## config.mk

```make
export PLATFORM = sky130hd
export DESIGN_NAME = mon_prod_param
export DESIGN_NICKNAME = d
export VERILOG_FILES = /design/src/rtl/mon_prod_param.sv
export SDC_FILE = /design/constraint.sdc
export NUM_CORES = 1
export LEC_CHECK = 0
export BUFFER_PORTS_ARGS = -buffer_cell sky130_fd_sc_hd__buf_4
export CORE_ASPECT_RATIO = 1.75
export CORE_MARGIN = 3
export CORE_UTILIZATION = 35
export CTS_BUF_LIST = sky130_fd_sc_hd__clkbuf_8
export CTS_CLUSTER_SIZE = 10
export DETAILED_ROUTE_END_ITERATION = 10
export HOLD_SLACK_MARGIN = 0.03
export PLACE_DENSITY = 0.56
export SYNTH_ARGS = -nofsm -noshare
export SYNTH_HDL_FRONTEND = slang
export SYNTH_SLANG_ARGS = --single-unit
```

## constraint.sdc

```tcl
create_clock -name clk -period 8.6 [get_ports clk]
set_input_delay 1.72 -clock clk [delete_from_list [all_inputs] [get_ports clk]]
set_output_delay 1.72 -clock clk [all_outputs]
set_load 0.01 [all_outputs]
```

## src/rtl/mon_prod_param.sv

```systemverilog
// Bit-serial Montgomery product engine: P = A*B*2^-n mod M, n = num_bits (1..BIT_LEN).
// The engine scans one multiplicand bit per clock, then spends one clock on the optional final
// subtraction. It has an async reset, a busy/done/err handshake and request validation.
module mon_prod_param #(
   parameter int BIT_LEN = 64,
   parameter int CNT_W   = $clog2(BIT_LEN) + 1
) (
   input  logic               clk,
   input  logic               rst_n,
   input  logic               start,
   input  logic [BIT_LEN-1:0] A,
   input  logic [BIT_LEN-1:0] B,
   input  logic [BIT_LEN-1:0] M,
   input  logic [CNT_W-1:0]   num_bits,
   input  logic               reduce,
   output logic               busy,
   output logic               done,
   output logic               err,
   output logic [BIT_LEN:0]   P
);

   localparam int                 ACC_W = BIT_LEN + 2;
   localparam int                 P_W   = BIT_LEN + 1;
   localparam logic [CNT_W-1:0]   MAX_N = CNT_W'(BIT_LEN);
   localparam logic [CNT_W-1:0]   ONE_N = CNT_W'(1);
   localparam logic [BIT_LEN-1:0] ONE_A = BIT_LEN'(1);

   typedef enum logic [1:0] {
      S_IDLE,
      S_ITER,
      S_FIN
   } state_t;

   state_t             r_state;
   state_t             w_next_state;

   // Operands captured at the accepting edge; the ports may change freely afterwards.
   logic [BIT_LEN-1:0] r_a;
   logic [BIT_LEN-1:0] r_b;
   logic [BIT_LEN-1:0] r_m;
   logic [CNT_W-1:0]   r_n;
   logic               r_reduce;

   // Accumulator holds values below 2M between steps; the extra two bits absorb the
   // intermediate sum acc + B + M, which stays below 4M.
   logic [ACC_W-1:0]   r_acc;
   logic [CNT_W-1:0]   r_cnt;
   logic               r_busy;
   logic               r_done;
   logic               r_err;
   logic [P_W-1:0]     r_p;

   logic               w_capture;
   logic               w_req_valid;
   logic               w_last;
   logic               w_a_bit;
   logic [ACC_W-1:0]   w_sum;
   logic [ACC_W-1:0]   w_sum_m;
   logic [ACC_W-1:0]   w_step_acc;
   logic               w_ge_m;
   logic [ACC_W-1:0]   w_red_acc;
   logic [P_W-1:0]     w_fin;

   logic [ACC_W-1:0]   w_acc_next;
   logic [CNT_W-1:0]   w_cnt_next;
   logic               w_busy_next;
   logic               w_done_next;
   logic               w_err_next;
   logic [P_W-1:0]     w_p_next;

   // Request qualification: a zero or oversized length, or an even modulus, is rejected.
   assign w_capture   = (r_state == S_IDLE) && start;
   assign w_req_valid = (num_bits != '0) && (num_bits <= MAX_N) && M[0];

   // One Montgomery step: add B if the scanned bit of A is set, make the sum even by
   // adding M, then halve. Halving an even number is an exact division by two mod M.
   assign w_last     = (r_cnt == r_n - ONE_N);
   assign w_a_bit    = |(r_a & (ONE_A << r_cnt));
   assign w_sum      = r_acc + (w_a_bit ? {2'b00, r_b} : '0);
   assign w_sum_m    = w_sum[0] ? (w_sum + {2'b00, r_m}) : w_sum;
   assign w_step_acc = w_sum_m >> 1;

   // Final conditional subtraction; the result never needs more than BIT_LEN+1 bits.
   assign w_ge_m    = (r_acc >= {2'b00, r_m});
   assign w_red_acc = (r_reduce && w_ge_m) ? (r_acc - {2'b00, r_m}) : r_acc;
   assign w_fin     = P_W'(w_red_acc);

   // State register.
   // NOTE: clocked state uses non-blocking assignments so every flop samples pre-edge values.
   always_ff @(posedge clk or negedge rst_n) begin
      if (!rst_n) begin
         r_state <= S_IDLE;
      end else begin
         r_state <= w_next_state;
      end
   end

   // Next-state logic: IDLE -> ITER (valid request) -> FIN after n steps -> IDLE.
   always_comb begin
      // NOTE: a default assignment on entry keeps every path assigned, so no latch is inferred.
      w_next_state = r_state;
      case (r_state)
         S_IDLE: if (start && w_req_valid) w_next_state = S_ITER;
         S_ITER: if (w_last) w_next_state = S_FIN;
         S_FIN:  w_next_state = S_IDLE;
         default: w_next_state = S_IDLE;
      endcase
   end

   // Output and datapath next values for each state.
   always_comb begin
      w_acc_next  = r_acc;
      w_cnt_next  = r_cnt;
      w_busy_next = r_busy;
      w_done_next = 1'b0;
      w_err_next  = 1'b0;
      w_p_next    = r_p;
      case (r_state)
         S_IDLE: begin
            if (start) begin
               if (w_req_valid) begin
                  w_busy_next = 1'b1;
                  w_acc_next  = '0;
                  w_cnt_next  = '0;
               end else begin
                  w_done_next = 1'b1;
                  w_err_next  = 1'b1;
                  w_p_next    = '0;
               end
            end
         end
         S_ITER: begin
            w_acc_next = w_step_acc;
            w_cnt_next = r_cnt + ONE_N;
         end
         S_FIN: begin
            w_p_next    = w_fin;
            w_busy_next = 1'b0;
            w_done_next = 1'b1;
         end
         default: begin
            w_busy_next = 1'b0;
         end
      endcase
   end

   // Control and result registers, cleared by reset.
   always_ff @(posedge clk or negedge rst_n) begin
      if (!rst_n) begin
         r_acc  <= '0;
         r_cnt  <= '0;
         r_busy <= 1'b0;
         r_done <= 1'b0;
         r_err  <= 1'b0;
         r_p    <= '0;
      end else begin
         r_acc  <= w_acc_next;
         r_cnt  <= w_cnt_next;
         r_busy <= w_busy_next;
         r_done <= w_done_next;
         r_err  <= w_err_next;
         r_p    <= w_p_next;
      end
   end

   // Operand capture on any start seen in IDLE.
   // NOTE: these flops are always written before they are read, so they carry no reset.
   always_ff @(posedge clk) begin
      if (w_capture) begin
         r_a      <= A;
         r_b      <= B;
         r_m      <= M;
         r_n      <= num_bits;
         r_reduce <= reduce;
      end
   end

   assign busy = r_busy;
   assign done = r_done;
   assign err  = r_err;
   assign P    = r_p;

endmodule

```

Word-level counts from Yosys, hierarchy flattened
Index checks and enable logic that the tools add are counted.
W data, S select, Z words.
{ "op_classes": {"add_sub_neg": 5, "order_cmp": 2, "eq_ne": 8, "n_shift": 1, "n_mux": 22, "bitwise_logic": 2, "n_reduce_logical": 14} }
{ "ops": {"columns": ["operator", "count"], "rows": [
  ["$mux W66", 3],
  ["$mux W65", 3],
  ["$add A66 B64 Y66", 2],
  ["$pmux W66 S2", 1],
  ["$pmux W65 S2", 1],
  ["$ge A66 B64 Y1", 1],
  ["$sub A65 B64 Y65", 1],
  ["$and A64 B64 Y64", 1],
  ["$mux W64", 1],
  ["$reduce_or A64 Y1", 1],
  ["$shl A1 B7 Y64 const A", 1],
  ["$mux W7", 2],
  ["$pmux W7 S2", 1],
  ["$reduce_and A3 Y1", 3],
  ["$ne A2 B2 Y1 const B", 4],
  ["$add A7 B1 Y7 const B", 1],
  ["$eq A7 B7 Y1", 1],
  ["$le A7 B7 Y1 const B", 1],
  ["$reduce_bool A7 Y1", 1],
  ["$sub A7 B1 Y7 const B", 1],
  ["$logic_and A1 B1 Y1", 5],
  ["$mux W1", 5],
  ["$mux W2", 2],
  ["$pmux W1 S2", 2],
  ["8 further kinds", 9]
]} }
{ "totals": {"ff_bits": 343, "in_bits": 203, "output_inout_bits": 68, "elab_cells": 66} }

Logic depth before layout (Yosys ltp)
Gate-level depths: netlist of run 1.
{ "logic_depth": {"ltp_word": 8, "mapped_depth": 38, "depth_no_buf": 34} }

Least setup slack after synthesis of run 1
No wires, ideal clock.
{ "synth_path": {"path_type": "register to register", "start": "reg r_cnt[0]", "end": "reg r_acc[58]", "setup_ns": 0.118, "t_arrival_ns": 7.392, "t_required_ns": 8.482, "path_slack_ns": 1.090, "stages_incl_launch_ff": 35, "n_path_buf": 3, "synth_period_minus_slack_ns": 7.510, "cell_sequence": "dfrtp_1 -> inv_1 -> ha_1 -> clkbuf_1 -> a22oi_1 -> mux4_2 -> mux2i_1 -> a2111oi_0 -> nor3_1 -> clkbuf_1 -> and2_1 -> ha_1 -> inv_1 -> fa_1 -> nand2b_1 -> a211oi_1 -> o21ai_1 -> a211oi_1 -> a21boi_1 -> o31a_1 -> or2_2 -> o21ai_0 -> xor2_1 -> ha_1 -> clkbuf_1 -> o211ai_1 -> a211o_1 -> a21oi_1 -> o21ai_0 -> a31oi_1 -> o21ai_0 -> o21ai_0 -> xor2_1 -> a32o_1 -> a21o_1"} }
{ "synth_via": {"elab_chain_cells": 8} }
{ "synth_lines": {"columns": ["element", "line", "source"], "rows": [
  ["from (decl)", "47", "logic [CNT_W-1:0] r_cnt;"],
  ["from (signal assigned)", "158", "r_cnt <= w_cnt_next;"],
  ["$shl A1 B7 Y64 (*)", "78", "assign w_a_bit = |(r_a & (ONE_A << r_cnt));"],
  ["$and A64 B64 Y64 (*)", "78", null],
  ["$reduce_or A64 Y1 (*)", "78", null],
  ["$mux W64 (*)", "79", "assign w_sum = r_acc + (w_a_bit ? {2'b00, r_b} : '0);"],
  ["$add A66 B64 Y66 (*)", "79", null],
  ["$add A66 B64 Y66", "80", "assign w_sum_m = w_sum[0] ? (w_sum + {2'b00, r_m}) : w_sum;"],
  ["$mux W66 (*)", "80", null],
  ["$pmux W66 S2 (*)", "118", "case (r_state)"],
  ["to (signal assigned)", "157", "r_acc <= w_acc_next;"],
  ["to (decl)", "46", "logic [ACC_W-1:0] r_acc;"]
]} }
Mark *: on every way between the ends. The rest lies on a longest branch, timed or not.
A chain may end at the register's enable or synchronous reset.

Worst setup path after layout of run 1
{ "layout_path": {"start": "reg r_cnt[0]", "end": "reg r_acc[53]"} }
The elaborated chain is that of the path after synthesis.

==> impl_results.md, run 1 <==
- Outcome: finished, final reports clean
- Final Cycle Share: between 90 and 100%
- Yosys reg bits: 342
- First-pass GRT wire length: 143 mm
- Crit-path max cell delay: a little under 0.5 ns
- Via density: 5.67
- CTS Root Cell: clkbuf_8
- RSZ-0062 raised after global routing: yes
- IO buf count: 270
- Synth area leader: edfxtp_1
- CP Data Arrival Time: between 8 and 9 ns
- Final setup fails: 0
- Max Freq: 123 MHz
- Max Cap Viol: 0
- Most common cell in the netlist: nand2_1
- Synthesis Warnings: 0
- Setup crit start kind: flip-flop
- Hold Fails Final Rpt: 0
- Worst slew pin tran: ~1.2 ns
- Number of global-route vias before repair: 23200
- Cells after synthesis: 2730
- Die Area: 75000 um^2
- Core Box Area: roughly 71000 um^2
- Prevailing post-synth register cell: edfxtp_1
- Clock buffer depth: 3
- Share of cells above drive strength 1: between 10% and 20%
- Cell repeated most along the worst path: inv_1
- Synth unique cells: 87
- Pins over their slew limit: 0
- WS Path Type: reg2reg
- Slew HR: 22.2%
- Vias: 22500
- Placed wire-length estimate after detailed placement: 77.5 mm
- 1st-iter DRT viols: 1393
- Cell area after synthesis: 25100 um^2
- WP data required: 9.17 ns
- Synth-to-Final Area Change: 18.3%
- Setup WS post-layout: 0.438 ns
- Worst Path Max Fanout: 50
- Initial Util: a little over a third
- Reg clk slew, reported paths: 0.07 ns
- R2r setup slk: 0.44 ns
- Initial antenna violation count: 2
- Global placement routability congestion: 0.987
- Sequential fraction of the synthesis area: 38.1%
- Most instantiated cells after synthesis: nand2_1 (276), a21oi_1 (238), edfxtp_1 (200)
- Worst skew pair latency: 0.73 ns
- Die Span X: ~210 um
- Clock sink count: approximately 340
- Final ANT Viol Nets: 0
- CP Launch Point: r_cnt[0]
- DRC Markers: 0
- IO Pins: 271
- FFs w/ async S/R, synth: 41.5%
- TritonCTS clock tree: done
- Synth top area share: a little under a quarter
- CP endpoint: r_acc[53]
- Pin count of the biggest net entering global routing: between 100 and 150
- CTS buffer count: 56
- Hold Path Class: reg2reg
- Post-DR wirelength/cell: 24.6 um
- Fin crit period: 8.16 ns
- Row count: 129
- DRT Pass-1 Iters: 5
- Skew final: 0.0702 ns
- DP Worst Slack: 0.133 ns
- Post-Synthesis Mean Instance Area: 9.19 um^2
- Die Y: between 300 and 400 um
- Ranking of synthesized cells by area: edfxtp_1 (24%), dfrtp_1 (14%), ha_1 (9.9%), a21oi_1 (4.8%), nand2_1 (4.1%)
- Synth Net Count: 3134
- CP endpoint kind: flip-flop
- Worst R2R End: r_acc[53]
- Worst Hold Launch: P[8]
- Overall routing resource usage: ~25%
- Worst r2r src: r_cnt[0]
- Post-Route Utilization: between 40% and 50%
- WL final: ~97 mm
- GR Overflow Total: 0
- Post-synth EDFFs: 200
- Final nets: 3407
- Final hold slack: 0.485 ns
- Crit path max-delay cell type: mux4_2
- H-tree depth: 2
- Worst R2R Path Depth: 35
## flip-flops by register name, indices dropped and copies added, names as in the netlist
| signal | count |
|---|---|
| done | 1 |
| P | 65 |
| busy | 1 |
| r_m | 64 |
| err | 1 |
| r_a | 64 |
| r_state | 2 |
| r_n | 7 |
| r_b | 64 |
| r_reduce | 1 |
| r_cnt | 7 |
| r_acc | 65 |
## worst min path at each step
stage | end | slack [ns] | cells past startpoint
floorplan | r_acc[41] | 0.49 | 2
global placement | P[29] | 0.47 | 2
detailed placement | P[8] | 0.48 | 2
CTS | P[18] | 0.50 | 2
global route | P[35] | 0.52 | 2
finish | P[8] | 0.48 | 2
## layout by cell type (no fill, tap or decap), types with 27 or more instances in the layout
cell / instances
o21bai_1: 31
xnor2_1: 116
dfrtp_1: 142
inv_1: 144
a21o_1: 114
nand4_1: 41
buf_4: 344
and2_1: 83
nor2_1: 125
xor2_1: 73
o21ai_0: 195
clkbuf_8: 56
a31oi_1: 27
mux2i_1: 77
edfxtp_1: 200
o21ai_1: 48
nand2_1: 276
nor2b_1: 30
ha_1: 194
a21oi_1: 238
nand3_1: 65
## logic make-up (layout without fill, tap and decap cells)
family          Yosys count  in the layout  share of synthesized area, %
compound gates          897            897                          23.1
simple gates            749            749                          14.5
flops                   342            342                          38.1
buf+inv                 269            588                          4.20
fa+ha+maj               201            201                          10.1
xor+xnor                189            189                          6.60
mux                      83             83                          3.39
other cells               0              2                             0
## stage by stage
stage,TNS [ns],cell area (um^2),instances
finish,0,29700,3968
global route,-0.0455,29700,3967
CTS,0,29600,3966
detailed placement,0,28300,3862
global placement,0,28300,3862
floorplan,0,25100,2730
## area by class of cell
class	count	area, um^2
clock buffer	56	771
inverter	138	526
clock inverter	48	499
antenna	2	5.00
multi-input combinational	2119	14600
sequential	342	9560
timing repair buffer	346	2610
fill	6938	41200
tap	917	1150
## layer usage
| layer | global-route usage, % | vias up | share of wire (%) |
|---|---|---|---|
| li1 | - | 10600 | - |
| met1 | 25.7 | 10700 | 35 |
| met5 | 0 | - | 0 |
| met4 | 14.8 | 0 | 7.1 |
| met3 | 3.71 | 298 | 4.8 |
| met2 | 47.8 | 847 | 53 |
## critical path, delay by kind of cell, from the launching register on
kind / cells / cell delay (ns)
AO/OA/AOI/OAI: 12 / 2.47
XOR/XNOR: 2 / 0.23
adder cells (fa/ha/maj): 4 / 1.36
buffers and inverters: 6 / 0.92
flip-flops: 1 / 0.47
multiplexers: 2 / 0.70
AND/OR/NAND/NOR: 9 / 1.85
## repair_timing
item | in CTS | in global routing
setup endpoints to repair | 0 | 28
setup buffers | 0 | 0
hold buffers | 0 | 0
hold endpoints to repair | 0 | 0
resized for setup | 0 | 18
Power of run 1 is left out: the tool's default activity adds up to more than one toggle a clock period on the data nets, which glitch-free logic cannot reach.
==> inputs of run 2 (changes only) <==
--- a/config.mk
+++ b/config.mk
@@ -12,6 +12,7 @@
 export CTS_BUF_LIST = sky130_fd_sc_hd__clkbuf_8
 export CTS_CLUSTER_SIZE = 10
 export DETAILED_ROUTE_END_ITERATION = 10
+export GPL_TIMING_DRIVEN = 0
 export HOLD_SLACK_MARGIN = 0.03
 export PLACE_DENSITY = 0.56
 export SYNTH_ARGS = -nofsm -noshare
==> impl_results.md, run 2 (same netlist as run 1, synthesis figures left out) <==
- Outcome: finished, final reports clean (unchanged)
- IO buf count: 270 (unchanged)
- Setup crit start kind: flip-flop (unchanged)
- Commonest non-fill, non-tap cell in the layout: buf_4 (unchanged)
- Synth-to-Final Area Change: 22.2% (was 18.3%)
- Crit-path max cell delay: 0.50 ns (was 0.49 ns)
- Most frequent cells in the layout: buf_4 (293), nand2_1 (276), a21oi_1 (230) (was buf_4 (344), nand2_1 (276), a21oi_1 (238))
- CTS buffer count: 58 (was 56)
- Crit path max-delay cell type: mux4_2 (unchanged)
- Final setup fails: 0 (unchanged)
- CP Data Arrival Time: 8.94 ns (was 8.73 ns)
- WP data required: 9.21 ns (was 9.17 ns)
- 1st-iter DRT viols: 1390 (was 1393)
- WS Path Type: reg2reg (unchanged)
- First-pass GRT wire length: 147 mm (was 143 mm)
- Max Freq: 120 MHz (was 123 MHz)
- Worst Path Max Fanout: 10 (was 50)
- Row count: 129 (unchanged)
- Number of global-route vias before repair: 23600 (was 23200)
- Slew HR: 18.1% (was 22.2%)
- R2r setup slk: 0.27 ns (was 0.44 ns)
- Vias: 22700 (was 22500)
- Setup WS post-layout: 0.272 ns (was 0.438 ns)
- Worst skew pair latency: 0.75 ns (was 0.73 ns)
- Pin count of the biggest net entering global routing: 133 (was 139)
- GR Overflow Total: 0 (unchanged)
- Post-DR wirelength/cell: 24.9 um (was 24.6 um)
- Clock sink count: 342 (unchanged)
- Final nets: 3471 (was 3407)
- Hold Path Class: reg2reg (unchanged)
- Final Cycle Share: 96.8% (was 94.9%)
- Share of cells above drive strength 1: 17.2% (was 15.8%)
- Hold Fails Final Rpt: 0 (unchanged)
- Skew final: 0.0678 ns (was 0.0702 ns)
- Die Span X: 208 um (unchanged)
- DRC Markers: 0 (unchanged)
- Die Area: 75000 um^2 (unchanged)
- DP Worst Slack: -2.41 ns (was 0.133 ns)
- Core Box Area: 70900 um^2 (unchanged)
- Via density: 5.63 (was 5.67)
- Fin crit period: 8.33 ns (was 8.16 ns)
- Global placement routability congestion: 0.997 (was 0.987)
- Max Cap Viol: 0 (unchanged)
- CTS Root Cell: clkbuf_8 (unchanged)
- WL final: 101 mm (was 97.5 mm)
- TritonCTS clock tree: done (unchanged)
- Overall routing resource usage: 25.9% (was 25.1%)
- CP endpoint kind: flip-flop (unchanged)
- IO Pins: 271 (unchanged)
- Clock buffer depth: 3 (unchanged)
- RSZ-0062 raised after global routing: yes (unchanged)
- Final ANT Viol Nets: 0 (unchanged)
- H-tree depth: 2 (unchanged)
- Placed wire-length estimate after detailed placement: 80.2 mm (was 77.5 mm)
- Initial Util: 35.4% (unchanged)
- Reg clk slew, reported paths: 0.07 ns (about the same)
- Worst slew pin tran: 1.22 ns (was 1.16 ns)
- DRT Pass-1 Iters: 5 (unchanged)
- Die Y: 360 um (unchanged)
- Pins over their slew limit: 0 (unchanged)
- Initial antenna violation count: 1 (was 2)
- Cell repeated most along the worst path: buf_4 (was inv_1)
-- run 2: final timing paths --
path,startpoint,endpoint,cells past startpoint
setup / recovery,r_cnt[0],r_acc[61],33
hold / removal,P[20],P[20],2
setup reg to reg,r_cnt[0],r_acc[61],33
hold reg to reg,P[20],P[20],2
max in group asynchronous,rst_n,r_acc[57],2
min in group asynchronous,rst_n,P[4],1
-- run 2: metal layers --
layer | track usage [%] | part of all wire, % | up-vias
li1 | - | - | 10700
met1 | 27.2 | 36 | 10900
met2 | 47.0 | 51 | 842
met3 | 4.05 | 5.1 | 275
met4 | 17.6 | 7.9 | 0
met5 | 0 | 0 | -
-- run 2: timing repair --
item | in CTS | in global routing
buffers inserted | 16 | 8
setup endpoints to repair | 36 | 29
gates resized for setup | 85 | 68
pin swaps | 18 | 15
hold buffers | 0 | 0
-- run 2: layout make-up --
class                           instances  area (um^2)
Antenna cell                            1         2.50
Buffer                                110          475
Clock buffer                           62          853
Clock inverter                         48          647
Fill cell                            6942        40200
Inverter                              138          529
Multi-Input combinational cell       2119        15100
Sequential cell                       342         9560
Tap cell                              917         1150
Timing Repair Buffer                  298         2330
-- run 2: worst max-delay path: cells and delay by family (launching register included) --
kind | cells | cell delay, ns
multiplexers | 2 | 0.74
adder cells (fa/ha/maj) | 4 | 1.07
flip-flops | 1 | 0.45
XOR/XNOR | 1 | 0.41
buffers and inverters | 6 | 0.92
AO/OA/AOI/OAI | 15 | 3.66
AND/OR/NAND/NOR | 5 | 0.93
-- run 2: stage by stage --
stage | instances | utilization [%] | hold WS [ns] | TNS, ns | cell area (um^2)
6_report | 4035 | 43.2 | 0.485 | 0 | 30600
5_1_grt | 4035 | 43.2 | 0.519 | -0.104 | 30600
4_1_cts | 4038 | 42.8 | 0.492 | 0 | 30300
3_5_place_dp | 3921 | 40.0 | 0.478 | -45.85 | 28300
3_3_place_gp | 3917 | 39.9 | 0.477 | -150.57 | 28300
2_1_floorplan | 2730 | - | 0.493 | 0 | 25100
Power of run 2 is left out for the same reason.
==> inputs of run 3 (changes only) <==
--- a/config.mk
+++ b/config.mk
@@ -5,6 +5,7 @@
 export SDC_FILE = /design/constraint.sdc
 export NUM_CORES = 1
 export LEC_CHECK = 0
+export ABC_AREA = 1
 export BUFFER_PORTS_ARGS = -buffer_cell sky130_fd_sc_hd__buf_4
 export CORE_ASPECT_RATIO = 1.75
 export CORE_MARGIN = 3
==> impl_results.md, run 3 <==
- Crit path max-delay cell type: nor4_1 (was mux4_2)
- WS Path Type: reg2reg (unchanged)
- Synth area leader: edfxtp_1 (unchanged)
- Final nets: 4896 (was 3471)
- Skew final: 0.0292 ns (was 0.0678 ns)
- 1st-iter DRT viols: 2118 (was 1390)
- WP buf/inv: 7 (was 6)
- FFs w/ async S/R, synth: 41.5% (unchanged)
- CP Data Arrival Time: 8.84 ns (was 8.94 ns)
- Synth unique cells: 64 (was 87)
- GR Overflow Total: 0 (unchanged)
- Row count: 138 (was 129)
- Hold Path Depth: 2 (unchanged)
- Initial antenna violation count: 1 (unchanged)
- DRT Pass-1 Iters: 5 (unchanged)
- Synthesis Warnings: 0 (unchanged)
- Worst Hold Path EP: P[61] (was P[20])
- Final Cycle Share: 96.1% (was 96.8%)
- Final TNS setup: 0 ns (unchanged)
- RSZ-0062 raised after global routing: no (was yes)
- Cell repeated most along the worst path: nand3_1 (was buf_4)
- Clock sink count: 342 (unchanged)
- Overall routing resource usage: 33.6% (was 25.9%)
- Post-synth EDFFs: 200 (unchanged)
- Hold Path Class: reg2reg (unchanged)
- Worst Hold Launch: P[61] (was P[20])
- Crit path max-delay family: simple AND/OR/NAND/NOR gates (was compound AO/OA/AOI/OAI gates)
- Worst slew pin tran: 1.29 ns (was 1.22 ns)
- Share of cells above drive strength 1: 10.9% (was 17.2%)
- DRC Markers: 0 (unchanged)
- WL final: 147 mm (was 101 mm)
- Die Span X: 222 um (was 208 um)
- Commonest non-fill, non-tap cell in the layout: nand2_1 (was buf_4)
- Synth Net Count: 4551 (was 3134)
- Number of fill cells in the layout: 8787 (was 6942)
- Gr busiest metal: met2 (unchanged)
- Prevailing post-synth register cell: edfxtp_1 (unchanged)
- Initial Util: 35.3% (was 35.4%)
- IO Pins: 271 (unchanged)
- R2r setup slk: 0.33 ns (was 0.27 ns)
- Synth-to-Final Area Change: 17.2% (was 22.2%)
- First-pass GRT wire length: 205 mm (was 147 mm)
- Grt met1 use: 33.1% (was 27.2%)
- H-tree depth: 2 (unchanged)
- Vias: 29800 (was 22700)
- Max Cap Viol: 0 (unchanged)
- Yosys reg bits: 342 (unchanged)
- CTS buffer count: 56 (was 58)
- Worst R2R End: r_acc[58] (was r_acc[61])
- Post-Synthesis Mean Instance Area: 6.89 um^2 (was 9.19 um^2)
- Sequential cell area: 9560 um^2 (about the same)
- Most common cell in the netlist: nand2_1 (unchanged)
- CP endpoint kind: flip-flop (unchanged)
- Core Box Area: 81000 um^2 (was 70900 um^2)
- Worst r2r src: r_cnt[0] (unchanged)
- WP data required: 9.18 ns (was 9.21 ns)
- Via density: 5.33 (was 5.63)
- CTS Hold Bufs: 0 (unchanged)
- Worst R2R Path Depth: 34 (was 33)
- Worst Path Max Fanout: 10 (unchanged)
- Final hold slack: 0.482 ns (was 0.485 ns)
- Post-DR wirelength/cell: 26.3 um (was 24.9 um)
- Die Area: 85300 um^2 (was 75000 um^2)
- Met3 Track Usage GR: 3.89% (was 4.05%)
- Cell area after synthesis: 28600 um^2 (was 25100 um^2)
- Global placement routability congestion: 1.03 (was 0.997)
- Slew HR: 12.8% (was 18.1%)
- Worst skew pair latency: 0.74 ns (was 0.75 ns)
- Fin crit period: 8.27 ns (was 8.33 ns)
- Met2 Track Usage GR: 62.3% (was 47.0%)
- Ranking of synthesized cells by area: edfxtp_1 (21%), nand2_1 (13%), dfrtp_1 (12%), ha_1 (8.7%), inv_1 (8.1%) (was edfxtp_1 (24%), dfrtp_1 (14%), ha_1 (9.9%), a21oi_1 (4.8%), nand2_1 (4.1%))
- Synth top area share: 21.0% (was 23.9%)
- Multi-input gate area: 16200 um^2 (was 15100 um^2)
- Pin count of the biggest net entering global routing: 87 (was 133)
- Final ANT Viol Nets: 0 (unchanged)
- CTS Root Cell: clkbuf_8 (unchanged)
- TritonCTS clock tree: done (unchanged)
- Most frequent cells in the layout: nand2_1 (956), inv_1 (628), nor2_1 (548) (was buf_4 (293), nand2_1 (276), a21oi_1 (230))
- Crit-path max cell delay: 0.63 ns (was 0.50 ns)
- Die Y: 384 um (was 360 um)
- Hold Fails Final Rpt: 0 (unchanged)
- Setup crit start kind: flip-flop (unchanged)
- Cells after synthesis: 4147 (was 2730)
- Placed wire-length estimate after detailed placement: 128 mm (was 80.2 mm)
- Reg clk slew, reported paths: 0.06 ns (was 0.07 ns)
- Clock buffer depth: 3 (unchanged)
- Max Freq: 121 MHz (was 120 MHz)
- Sequential fraction of the synthesis area: 33.4% (was 38.1%)
- Outcome: finished, final reports clean (unchanged)
- IO buf count: 270 (unchanged)
- Final setup fails: 0 (unchanged)
- Pins over their slew limit: 0 (unchanged)
- Number of global-route vias before repair: 30900 (was 23600)
- Most instantiated cells after synthesis: nand2_1 (956), inv_1 (616), nor2_1 (550) (was nand2_1 (276), a21oi_1 (238), edfxtp_1 (200))
==> run 3: changes by cell type after synthesis, moves of 85 or more <==
cell,before,now
a21o_1,115,30
a21oi_1,238,334
inv_1,138,616
nand2_1,276,956
nand3_1,65,266
nor2_1,125,550
o21ai_0,197,303
==> run 3: repair_timing <==
action                     CTS  global route
pin swaps                    0             1
hold endpoints to repair     0             0
setup endpoints to repair    1            18
resized for setup            1             5
buffers inserted             0             5
==> run 3: cells by family after synthesis <==
group                      count (synthesis)  synth area share [%]
adders and majority gates                201                  8.88
AOI/OAI and AO/OA                        839                  16.1
xor gates and xnor gates                 100                  3.06
buffers and inverters                    709                  9.94
DFF                                      342                  33.4
and+or+nand+nor                         1956                  28.6
==> run 3: metal layers <==
layer	vias to the layer above	part of all wire, %
met1	13900	34
li1	14400	-
met5	-	0
met3	395	4.4
met2	1093	51
met4	0	11
==> run 3: how the worst max path moves through the flow <==
stage	cells after the start	slack, ns	to	from
after floorplan	9	1.19	P[38]	start
after global placement	10	-1.77	P[38]	start
after detailed placement	40	0.03	r_acc[39]	r_cnt[0]
after CTS	41	0.08	r_acc[39]	r_cnt[1]
after global routing	43	0.21	r_acc[64]	r_cnt[1]
final	34	0.33	r_acc[58]	r_cnt[0]
==> run 3: per-stage QoR <==
stage	instances	utilization (%)	instance area, um^2	setup slack (ns)
2_1_floorplan	4147	-	28600	1.19
3_3_place_gp	5467	39.4	31900	-1.77
3_5_place_dp	5479	39.8	32300	0.0315
4_1_cts	5579	41.3	33400	0.0817
5_1_grt	5585	41.4	33500	0.209
6_report	5586	41.4	33500	0.333
==> run 3: worst min-delay path, delay by kind of cell (launching register included) <==
family	cells	cell delay, ns
flip-flops	1	0.34
AND/OR/NAND/NOR	2	0.11
==> run 3: cell type report <==
| class | count | share of cell area [%] |
|---|---|---|
| diodes | 2 | 0.0149 |
| plain buffers | 68 | 1.30 |
| flip-flops and latches | 342 | 28.5 |
| multi-input cells | 3096 | 48.4 |
| clock inverters | 41 | 1.04 |
| clock buffers | 59 | 2.42 |
| inverters | 641 | 7.18 |
| well taps | 1050 | 3.92 |
| repair buffers | 287 | 7.17 |
Power of run 3 is left out for the same reason.
